==> src/rtl/instr_encoder.sv <==
// instr_encoder: packs decoded RV32I fields into instruction words and
// streams them to instruction memory at consecutive word addresses.
// Field-set input uses valid/ready. The write port is a one-deep output
// register that holds its word while memory stalls.
module instr_encoder #(
  parameter int                ADDR_W    = 32,
  parameter logic [ADDR_W-1:0] BASE_ADDR = '0,
  parameter int                DEPTH     = 256,
  localparam int               CW        = $clog2(DEPTH + 1)
) (
  input  logic              i_clk,
  input  logic              i_rst_n,
  input  logic              i_start,
  input  logic              i_in_valid,
  output logic              o_in_ready,
  input  logic [2:0]        i_fmt,
  input  logic [6:0]        i_opcode,
  input  logic [4:0]        i_rd,
  input  logic [4:0]        i_rs1,
  input  logic [4:0]        i_rs2,
  input  logic [2:0]        i_funct3,
  input  logic [6:0]        i_funct7,
  input  logic [31:0]       i_imm,
  output logic              o_imem_we,
  output logic [ADDR_W-1:0] o_imem_addr,
  output logic [31:0]       o_imem_wdata,
  input  logic              i_imem_rdy,
  output logic [CW-1:0]     o_count,
  output logic              o_full,
  output logic              o_err
);

  localparam logic [2:0] FMT_R = 3'd0;
  localparam logic [2:0] FMT_I = 3'd1;
  localparam logic [2:0] FMT_S = 3'd2;
  localparam logic [2:0] FMT_B = 3'd3;
  localparam logic [2:0] FMT_U = 3'd4;
  localparam logic [2:0] FMT_J = 3'd5;

  logic              r_we;
  logic [ADDR_W-1:0] r_addr;
  logic [31:0]       r_wdata;
  logic [CW-1:0]     r_count;
  logic              r_err;

  logic              w_full;
  logic              w_ready;
  logic              w_accept;
  logic              w_drop;
  logic [CW-1:0]     w_count_eff;
  logic [ADDR_W-1:0] w_addr;
  logic [31:0]       w_word;

  assign w_full   = (r_count == CW'(DEPTH));
  // A word may enter when the output register is empty or draining this cycle.
  assign w_ready  = !w_full && (!r_we || i_imem_rdy);
  assign w_accept = i_in_valid && w_ready;
  // Illegal formats and misaligned branch/jump targets are consumed but not written.
  assign w_drop   = (i_fmt[2:1] == 2'b11) ||
                    (((i_fmt == FMT_B) || (i_fmt == FMT_J)) && i_imm[0]);
  // A start in the same cycle as an accept makes that word the first of a new run.
  assign w_count_eff = i_start ? '0 : r_count;
  assign w_addr      = BASE_ADDR + ADDR_W'({w_count_eff, 2'b00});

  // Pack the selected format; unused fields never reach the word.
  always_comb begin
    w_word = '0;
    case (i_fmt)
      FMT_R: w_word = {i_funct7, i_rs2, i_rs1, i_funct3, i_rd, i_opcode};
      FMT_I: w_word = {i_imm[11:0], i_rs1, i_funct3, i_rd, i_opcode};
      FMT_S: w_word = {i_imm[11:5], i_rs2, i_rs1, i_funct3, i_imm[4:0], i_opcode};
      FMT_B: w_word = {i_imm[12], i_imm[10:5], i_rs2, i_rs1, i_funct3,
                       i_imm[4:1], i_imm[11], i_opcode};
      FMT_U: w_word = {i_imm[31:12], i_rd, i_opcode};
      FMT_J: w_word = {i_imm[20], i_imm[10:1], i_imm[11], i_imm[19:12],
                       i_rd, i_opcode};
      default: w_word = '0;
    endcase
  end

  // Output register: load on a legal accept, hold while stalled, clear once written.
  always_ff @(posedge i_clk or negedge i_rst_n) begin
    if (!i_rst_n) begin
      r_we    <= 1'b0;
      r_addr  <= '0;
      r_wdata <= '0;
    end else if (w_accept && !w_drop) begin
      r_we    <= 1'b1;
      r_addr  <= w_addr;
      r_wdata <= w_word;
    end else if (i_imem_rdy) begin
      r_we    <= 1'b0;
    end
  end

  // Word count and sticky drop flag; a drop in the start cycle still sets err.
  always_ff @(posedge i_clk or negedge i_rst_n) begin
    if (!i_rst_n) begin
      r_count <= '0;
      r_err   <= 1'b0;
    end else begin
      if (i_start) begin
        r_count <= '0;
        r_err   <= 1'b0;
      end
      if (w_accept && !w_drop) r_count <= w_count_eff + CW'(1);
      if (w_accept && w_drop)  r_err   <= 1'b1;
    end
  end

  assign o_in_ready   = w_ready;
  assign o_imem_we    = r_we;
  assign o_imem_addr  = r_addr;
  assign o_imem_wdata = r_wdata;
  assign o_count      = r_count;
  assign o_full       = w_full;
  assign o_err        = r_err;

endmodule
==> config.mk <==
export PLATFORM = sky130hd
export DESIGN_NAME = instr_encoder
export DESIGN_NICKNAME = d
export VERILOG_FILES = /design/src/rtl/instr_encoder.sv
export SDC_FILE = /design/constraint.sdc
export NUM_CORES = 1
export LEC_CHECK = 0
export CORE_AREA = 2 2 97 99
export DETAILED_ROUTE_END_ITERATION = 8
export DIE_AREA = 0 0 99 101
export HOLD_SLACK_MARGIN = 0.08
export PLACE_DENSITY = 0.76
export SLEW_MARGIN = 20
export SYNTH_ARGS = -nofsm -noshare
export SYNTH_HDL_FRONTEND = slang
export SYNTH_SLANG_ARGS = --single-unit
==> constraint.sdc <==
create_clock -name i_clk -period 1.8 [get_ports i_clk]
set_input_delay 0.18 -clock i_clk [delete_from_list [all_inputs] [get_ports i_clk]]
set_output_delay 0.18 -clock i_clk [all_outputs]
set_load 0.05 [all_outputs]
---- Yosys cells after proc, flatten, opt, wreduce, memory -nomap -nowiden ----
Cells that the tools add are included.
word-level totals
  register bits ........................... 52
  latch bits .............................. 0
  bits in writable memories ............... 0
  bits in read-only memories .............. 0
  output and inout bits ................... 77
  memories ................................ 0
operators by class
  add/subtract/negate cells ............... 1
  $mul .................................... 0
  div/mod/pow operators ................... 0
  $lt $le $gt $ge ......................... 0
  equality and inequality tests ........... 7
  shift-type cells ........................ 0
  mux-type cells .......................... 7
  bitwise logic cells ..................... 0
  reductions and logical operators ........ 14
operator list
  cell                 count
  $pmux 32 s6          1
  $mux 9               2
  $add 9x1->9 const B  1
  $eq 9x9->1 const B   1
  $eq 3x2->1 const B   2
  $eq 3x3->1 const B   2
  $logic_and 1x1->1    5
  $mux 1               4
  $reduce_bool 2->1    2
  $eq 3x1->1 const B   1
  $logic_not 1->1      3
  $logic_not 3->1      1
  $logic_or 1x1->1     3
  $eq 2x2->1 const B   1

---- Logic depth before layout (Yosys ltp) ----
Gate-level depths: netlist (run 1).
  depth in word-level cells ............... 7
  gate-level depth with buffers ........... 6
  gate-level depth less buffers ........... 6

---- Worst setup path before layout (run 1) ----
OpenSTA, ideal clock, no wires.
  path kind ............................... flip-flop to flip-flop
  start point ............................. register r_count[0] (netlist: o_count[0])
  end point ............................... register r_count[1] (netlist: o_count[1])
  library setup time ...................... 0.125 ns
  data arrival time ....................... 2.086 ns
  required time ........................... 1.675 ns
  path slack .............................. -0.411 ns
  stages on the path, launching flop included .. 6
  path buffers ............................ 1
  period minus slack after synthesis ...... 2.211 ns
  cells stage by stage .................... dfrtp_1 > nor3_1 > a31oi_4 > nand3_4 > buf_6 > mux2_4
between the ends
  longest elaborated chain between the ends .. 6
ends and longest elaborated chain
  item                    RTL line  source
  start, declared         43        logic [CW-1:0] r_count;
  start signal, assigned  106       if (w_accept && !w_drop) r_count <= w_count_eff + CW'(1);
  $eq 9x9->1              54        assign w_full = (r_count == CW'(DEPTH));
  $logic_not 1->1         56        assign w_ready = !w_full && (!r_we || i_imem_rdy);
  $logic_and 1x1->1       56
  named net o_in_ready    15        output logic o_in_ready,
  $logic_and 1x1->1       57        assign w_accept = i_in_valid && w_ready;
  $logic_and 1x1->1       106
  $mux 9                  106
The timed path passes the listed nets, and every way through them passes these cells.
A chain may end at the register's enable or synchronous reset.

---- Worst setup path in the final report (run 1) ----
  start point ............................. register r_count[5] (netlist: o_count[5])
  end point ............................... register r_wdata[25] (netlist: o_imem_wdata[25])
between the ends
  longest elaborated chain between the ends .. 5
ends and longest elaborated chain
  item                  RTL line  source
  $eq 9x9->1            54
  $logic_not 1->1       56
  $logic_and 1x1->1     56
  $logic_and 1x1->1     57
  $logic_and 1x1->1     87        end else if (w_accept && !w_drop) begin
  end signal, assigned  90        r_wdata <= w_word;
  end, declared         42        logic [31:0] r_wdata;
Every way passes these cells.

==> results by group, run 1 <==
Timing
  • Final count of negative-setup-slack endpoints: 0
  • Fmax: 0.564 GHz
  • Fin crit share: 98.5%
  • Slew @ Worst Pin: 0.719 ns
  • Final setup skew: 0.0165 ns
  • Max-slew violation count: 0
  • RSZ-0062 raised after global routing: true
  • Setup TNS: 0 ns
  • Period minus WS final: 1.77 ns
  • Final hold violation count: 0
  • Slew headroom: 51.9%

Synth
  • Compound-Gate Fraction of Synth Area: 10.7%
  • Ys async rst share: 100%
  • Synth area leaders: dfrtp_1, mux2_4, buf_4
  • Synth cell types: 37
  • Mapped Area: 0.00305 mm2
  • Register area share after synthesis: 42.7%
  • Simple-gate portion of the synthesized area: 10.6%
  • Cell taking the most area after synthesis: dfrtp_1
  • Multiplexer share of the synthesized area: 23.3%
  • EDFF count, synth: 0
  • Register bit count reported by yosys: 52
  • Main combinational cell family by area after synthesis: multiplexers
  • Adder-Cell Fraction of Synth Area: 0.411%
  • Syn_area_per_cell: 11.2 um2
  • Mapped Cells: 271
  • Yosys top cell area share: 42.7%
  • Post-Synth XOR/XNOR Area: 1.44%
  • Synth Warn #: 0
  • Ys flop type: dfrtp_1

Routing
  • DRC viols: 0
  • DRT Pass-1 Iters: 4
  • Routed Antenna Nets: 0
  • Highest routed layer: met4
  • Drt initial violations: 33
  • Via Count: 2512
  • DR vias/cell: 4.72
  • Post-DR wirelength/cell: 15.0 um
  • Routed wl met3: 500 um
  • M1 WL: 3610 um
  • Met2 wire len: 3730 um
  • Final WL: 7950 um

Global routing
  • First-pass GRT wire length: 12500 um
  • Largest net degree at the start of global routing: 24
  • Vias in the first global route: 2502
  • All-Layer GR Usage: 15.7%
  • Total grt overflow: 0
  • Antenna violations before repair: 0

Finish
  • Most common cell after layout, fill and taps aside: clkdlybuf4s50_1
  • Non-Filler Instances: 532
  • Layout cells sized above 1: 25.4%
  • Final Instance Area: 0.00471 mm2
  • Area growth, synth to finish: 54.6%
  • Filler instances: 785
  • Antenna diodes: 0
  • Most frequent cells in the layout: clkdlybuf4s50_1, dfrtp_1, mux2_4, buf_4, conb_1
  • Final #Nets: 493

CTS
  • Clk root buf: clkbuf_8
  • CTS tree: done
  • Deepest clock path buffer count: 2
  • H-Tree Depth: 2
  • TritonCTS Buffers: 5
  • Worst skew pair latency: 0.31 ns
  • Clock slew at reported path FFs: 0.10 ns
  • Clock sink count: 52

Critical path
  • Worst EP required: 1.99 ns
  • Setup CP Type: reg2reg
  • Crit path capture type: register
  • Worst Path Max Fanout: 7
  • Arrival @ worst endpoint: 1.97 ns
  • CP Launch Type: register

Placed design
  • RePlAce Congestion: 0.839
  • Port bufs: 125
  • Placed Cells: 520
  • Placed Area: 0.00452 mm2
  • DP HPWL: 6240 um

Min path
  • Hold crit path type: in2async

Die
  • Die height: 101 um
  • # rows: 35
  • Area of the core: 0.00898 mm2
  • Num ports: 149
  • Initial Util: 33.9%
  • Die footprint: 0.0100 mm2
  • Chip width: 99 um

Status
  • Status: finished clean

Power
  • LEAKAGE: 2.23 nW
  • P per Cell Area: 846 mW/mm2
  • VDD IR max: 0.327 mV

Run
  • Max Cap Viol: 0
==> layout make-up <==
class / instances / area [um2] / share of cell area, %
tap: 111 / 139 / 2.95
inverter: 19 / 71.3 / 1.51
timing repair buffer: 157 / 1570 / 33.4
clock buffer: 6 / 72.6 / 1.54
clock inverter: 2 / 12.5 / 0.266
multi-input combinational: 185 / 1530 / 32.5
sequential: 52 / 1310 / 27.9
==> final timing paths <==
kind / cells past startpoint / end / slack [ns] / from
max reg2reg: 5 / o_imem_wdata[25]$_DFFE_PN0P_ / 0.03 / o_count[5]$_DFF_PN0_
max: 5 / o_imem_wdata[25]$_DFFE_PN0P_ / 0.03 / o_count[5]$_DFF_PN0_
min reg2reg: 1 / o_imem_addr[10]$_DFFE_PN0P_ / 0.52 / o_imem_addr[10]$_DFFE_PN0P_
min: 2 / o_imem_wdata[1]$_DFFE_PN0P_ / 0.37 / i_rst_n
min in group i_clk: 2 / o_imem_wdata[2]$_DFFE_PN0P_ / 0.48 / i_opcode[2]
max in group asynchronous: 3 / o_imem_wdata[31]$_DFFE_PN0P_ / 0.76 / i_rst_n
==> state kept, by name (all words and copies together) (netlist names) <==
signal / flops
o_count: 9
o_err: 1
o_imem_addr: 9
o_imem_wdata: 32
o_imem_we: 1
==> per-stage QoR <==
step | hold WS, ns | worst slack, ns | util [%] | total power, mW
global route | 0.408 | -0.0514 | 52.5 | 4.17
global placement | 0.170 | -0.0592 | 50.4 | 3.30
detailed placement | 0.188 | -0.109 | 50.4 | 3.32
CTS | 0.377 | 0.000106 | 51.5 | 3.98
finish | 0.365 | 0.0264 | 52.5 | 3.99
floorplan | -0.116 | -0.236 | - | 2.67
==> cell usage after synthesis (3+ instances only) <==
| master | count |
|---|---|
| mux2_4 | 30 |
| clkbuf_1 | 8 |
| nand3_1 | 3 |
| buf_4 | 24 |
| mux2i_1 | 17 |
| xnor2_1 | 4 |
| nand2_1 | 18 |
| buf_6 | 3 |
| a22o_1 | 15 |
| inv_1 | 18 |
| nor2b_1 | 9 |
| nor2_1 | 5 |
| a21oi_1 | 3 |
| nand4_1 | 6 |
| dfrtp_1 | 52 |
| a22oi_1 | 6 |
| mux2_2 | 8 |
| nand2b_1 | 5 |
| o21ai_0 | 14 |
==> kinds of logic after synthesis <==
logic type | count (synthesis)
xor+xnor | 5
mux | 55
buf+inv | 56
simple gates | 56
fa+ha+maj | 1
compound gates | 45
flops | 52
other cells | 1
==> timing repair <==
action,4_1_cts,5_1_grt
hold endpoints to repair,21,0
setup endpoints to repair,1,17
gates cloned,0,2
resized for setup,0,9
pin swaps,2,2
hold buffers,1,0
setup buffers,0,1
==> metal layers <==
layer,vias up,GRT usage (%)
met2,107,25.6
met3,9,3.33
li1,1200,-
met5,-,0
met1,1196,21.2
met4,0,4.11
==> power by group <==
part,leakage [nW],total (mW),internal [mW],switching (mW)
combinational,1.54,1.87,0.790,1.08
clock,0.0412,0.647,0.273,0.375
sequential,0.653,1.47,1.34,0.123
==> critical path: stages (launching register included) <==
cell       delay (ns)
dfrtp_2          0.43
nor4_4           0.36
a31oi_4          0.16
nand3_4          0.21
clkbuf_16        0.20
mux2_4           0.29
Power figures use the tool's default switching activity.
==> run 2, diff against run 1 <==
- ABC_AREA: not set -> 0
- PLACE_DENSITY: 0.76 -> 0.73
- clock period: 1.8 -> 2 ns (I/O delays scaled with it)
==> run 2 against run 1 <==
  * Combinational power fell by 12%
  * Non-clock buffer count fell by 12
  * Clock power rose by 8.8%
  * Critical path depth fell by 1
  * Clock-buffer cell count did not move
  * Largest cell class is now multi-input combinational cells
  * Hold slack improved by 0.10 ns
  * Cell area fell by 2.3%
  * Sequential power fell by 11%
  * Critical endpoint is now o_in_ready
==> results by group, run 2 (synthesis gave the netlist of run 1 again) <==
Timing
  • Final setup skew: 0.00722 ns
  • Max-slew violation count: 0
  • Fmax: 0.542 GHz
  • Period minus WS final: 1.84 ns
  • Slew @ Worst Pin: 0.812 ns
  • Setup TNS: 0 ns
  • Fin crit share: 92.2%
  • Final count of negative-setup-slack endpoints: 0
  • Slew headroom: 45.6%
  • Final Worst Setup Slack: 0.156 ns
  • RSZ-0062 raised after global routing: false
  • Minimum hold slack: 0.468 ns
  • Final hold violation count: 0

Placed design
  • Setup WS pre-CTS: -0.0664 ns
  • DP HPWL: 6090 um
  • RePlAce Congestion: 0.847
  • Placed Cells: 511
  • Placed Area: 0.00448 mm2
  • Port bufs: 125

Critical path
  • Crit-path cells: nor4_4 > a31oi_4 > buf_4 > buf_12
  • Crit path from: o_count[5]$_DFF_PN0_
  • Worst R2R Start: o_count[5]$_DFF_PN0_
  • Crit path capture: o_in_ready
  • CP delay by family, top: flip-flops
  • Reg-to-reg slack, setup: 0.22 ns
  • Arrival @ worst endpoint: 1.64 ns
  • Worst path slowest cell: dfrtp_2
  • Reg2reg end: o_imem_wdata[5]$_DFFE_PN0P_
  • Crit path capture type: primary output
  • CP Launch Type: register
  • Worst Path Max Fanout: 9
  • Reg2Reg Depth: 5
  • Worst Path Buf+Inv: 2
  • Critical path depth: 4
  • Critical path's largest stage delay: 0.47 ns
  • Setup CP Type: reg2out
  • Worst EP required: 1.80 ns

Global routing
  • First-pass GRT wire length: 12600 um
  • Antenna violations before repair: 0
  • All-Layer GR Usage: 15.6%
  • Vias in the first global route: 2471
  • Largest net degree at the start of global routing: 30
  • Total grt overflow: 0

Power
  • Reg power frac: 35.9%
  • Sw frac: 38.3%
  • LEAKAGE: 2.11 nW
  • P per Cell Area: 795 mW/mm2
  • Power Total: 3.66 mW
  • Combinational fraction of design power: 44.9%
  • VDD IR max: 0.355 mV
  • Sw power: 1.40 mW
  • Internal power: 2.26 mW
  • Clock share of power: 19.3%

Min path
  • Hold crit path type: in2async

Run
  • Max Cap Viol: 0

Finish
  • Non-Filler Instances: 520
  • Largest register FFs: 32
  • Most frequent cells in the layout: clkdlybuf4s50_1, dfrtp_1, mux2_4
  • Layout cells sized above 1: 20.5%
  • Most common cell after layout, fill and taps aside: clkdlybuf4s50_1
  • Layout Utilization: 51.3%
  • Final #Nets: 481
  • Filler instances: 817
  • Area growth, synth to finish: 51.1%
  • Antenna diodes: 0
  • Final Instance Area: 0.00460 mm2

CTS
  • Clock sink count: 52
  • Post-CTS sizing: 0
  • Deepest clock path buffer count: 2
  • CTS tree: done
  • Clock slew at reported path FFs: 0.09 ns
  • Worst skew pair latency: 0.30 ns
  • Clk root buf: clkbuf_8
  • TritonCTS Buffers: 5
  • H-Tree Depth: 2

Routing
  • Routed Antenna Nets: 0
  • Highest routed layer: met4
  • Drt initial violations: 40
  • DRT Pass-1 Iters: 4
  • Met2 wire len: 3820 um
  • DR vias/cell: 4.78
  • M1 WL: 3370 um
  • Post-DR wirelength/cell: 14.8 um
  • Via Count: 2487
  • DRC viols: 0
  • Final WL: 7690 um
  • Routed wl met3: 468 um

Die
  • Initial Util: 33.9%
  • Chip width: 99 um
  • # rows: 35
  • Num ports: 149
  • Area of the core: 0.00898 mm2
  • Die height: 101 um
  • Die footprint: 0.0100 mm2

Status
  • Status: finished clean
## run 2: final cells by class
class	count	area (um2)	area share [%]
clock buffer	6	72.6	1.58
clock inverter	2	35.0	0.761
inverter	19	71.3	1.55
multi-input combinational	185	1510	32.9
sequential	52	1310	28.5
tap	111	139	3.02
timing repair buffer	145	1460	31.6
## run 2: worst min-delay path by stage
stage / startpoint / to / slack, ns / depth (start not counted)
2_1_floorplan: i_rst_n / o_count[0]$_DFF_PN0_ / -0.1 / 0
3_3_place_gp: i_rst_n / o_imem_wdata[3]$_DFFE_PN0P_ / 0.27 / 1
3_5_place_dp: i_rst_n / o_imem_wdata[3]$_DFFE_PN0P_ / 0.27 / 1
4_1_cts: i_rst_n / o_imem_wdata[3]$_DFFE_PN0P_ / 0.49 / 2
5_1_grt: i_opcode[4] / o_imem_wdata[4]$_DFFE_PN0P_ / 0.50 / 2
6_report: i_rst_n / o_imem_wdata[11]$_DFFE_PN0P_ / 0.47 / 2
## run 2: layer usage
metal / vias up / GRT usage [%]
met5: - / 0
met4: 0 / 3.16
met3: 2 / 3.12
met2: 98 / 26.2
met1: 1214 / 20.9
li1: 1173 / -
## run 2: power by group through the flow
stage                     Combinational [mW]  Sequential [mW]  Clock, mW
after floorplan                        0.531             1.87          0
after global placement                  1.64             1.33          0
after detailed placement                1.66             1.33          0
after CTS                               1.66             1.31      0.730
after global routing                    1.72             1.34      0.775
final                                   1.64             1.31      0.704
## run 2: timing repair
action | 4_1_cts | 5_1_grt
hold buffers | 1 | 0
setup buffers | 0 | 0
endpoints found under the hold margin | 27 | 0
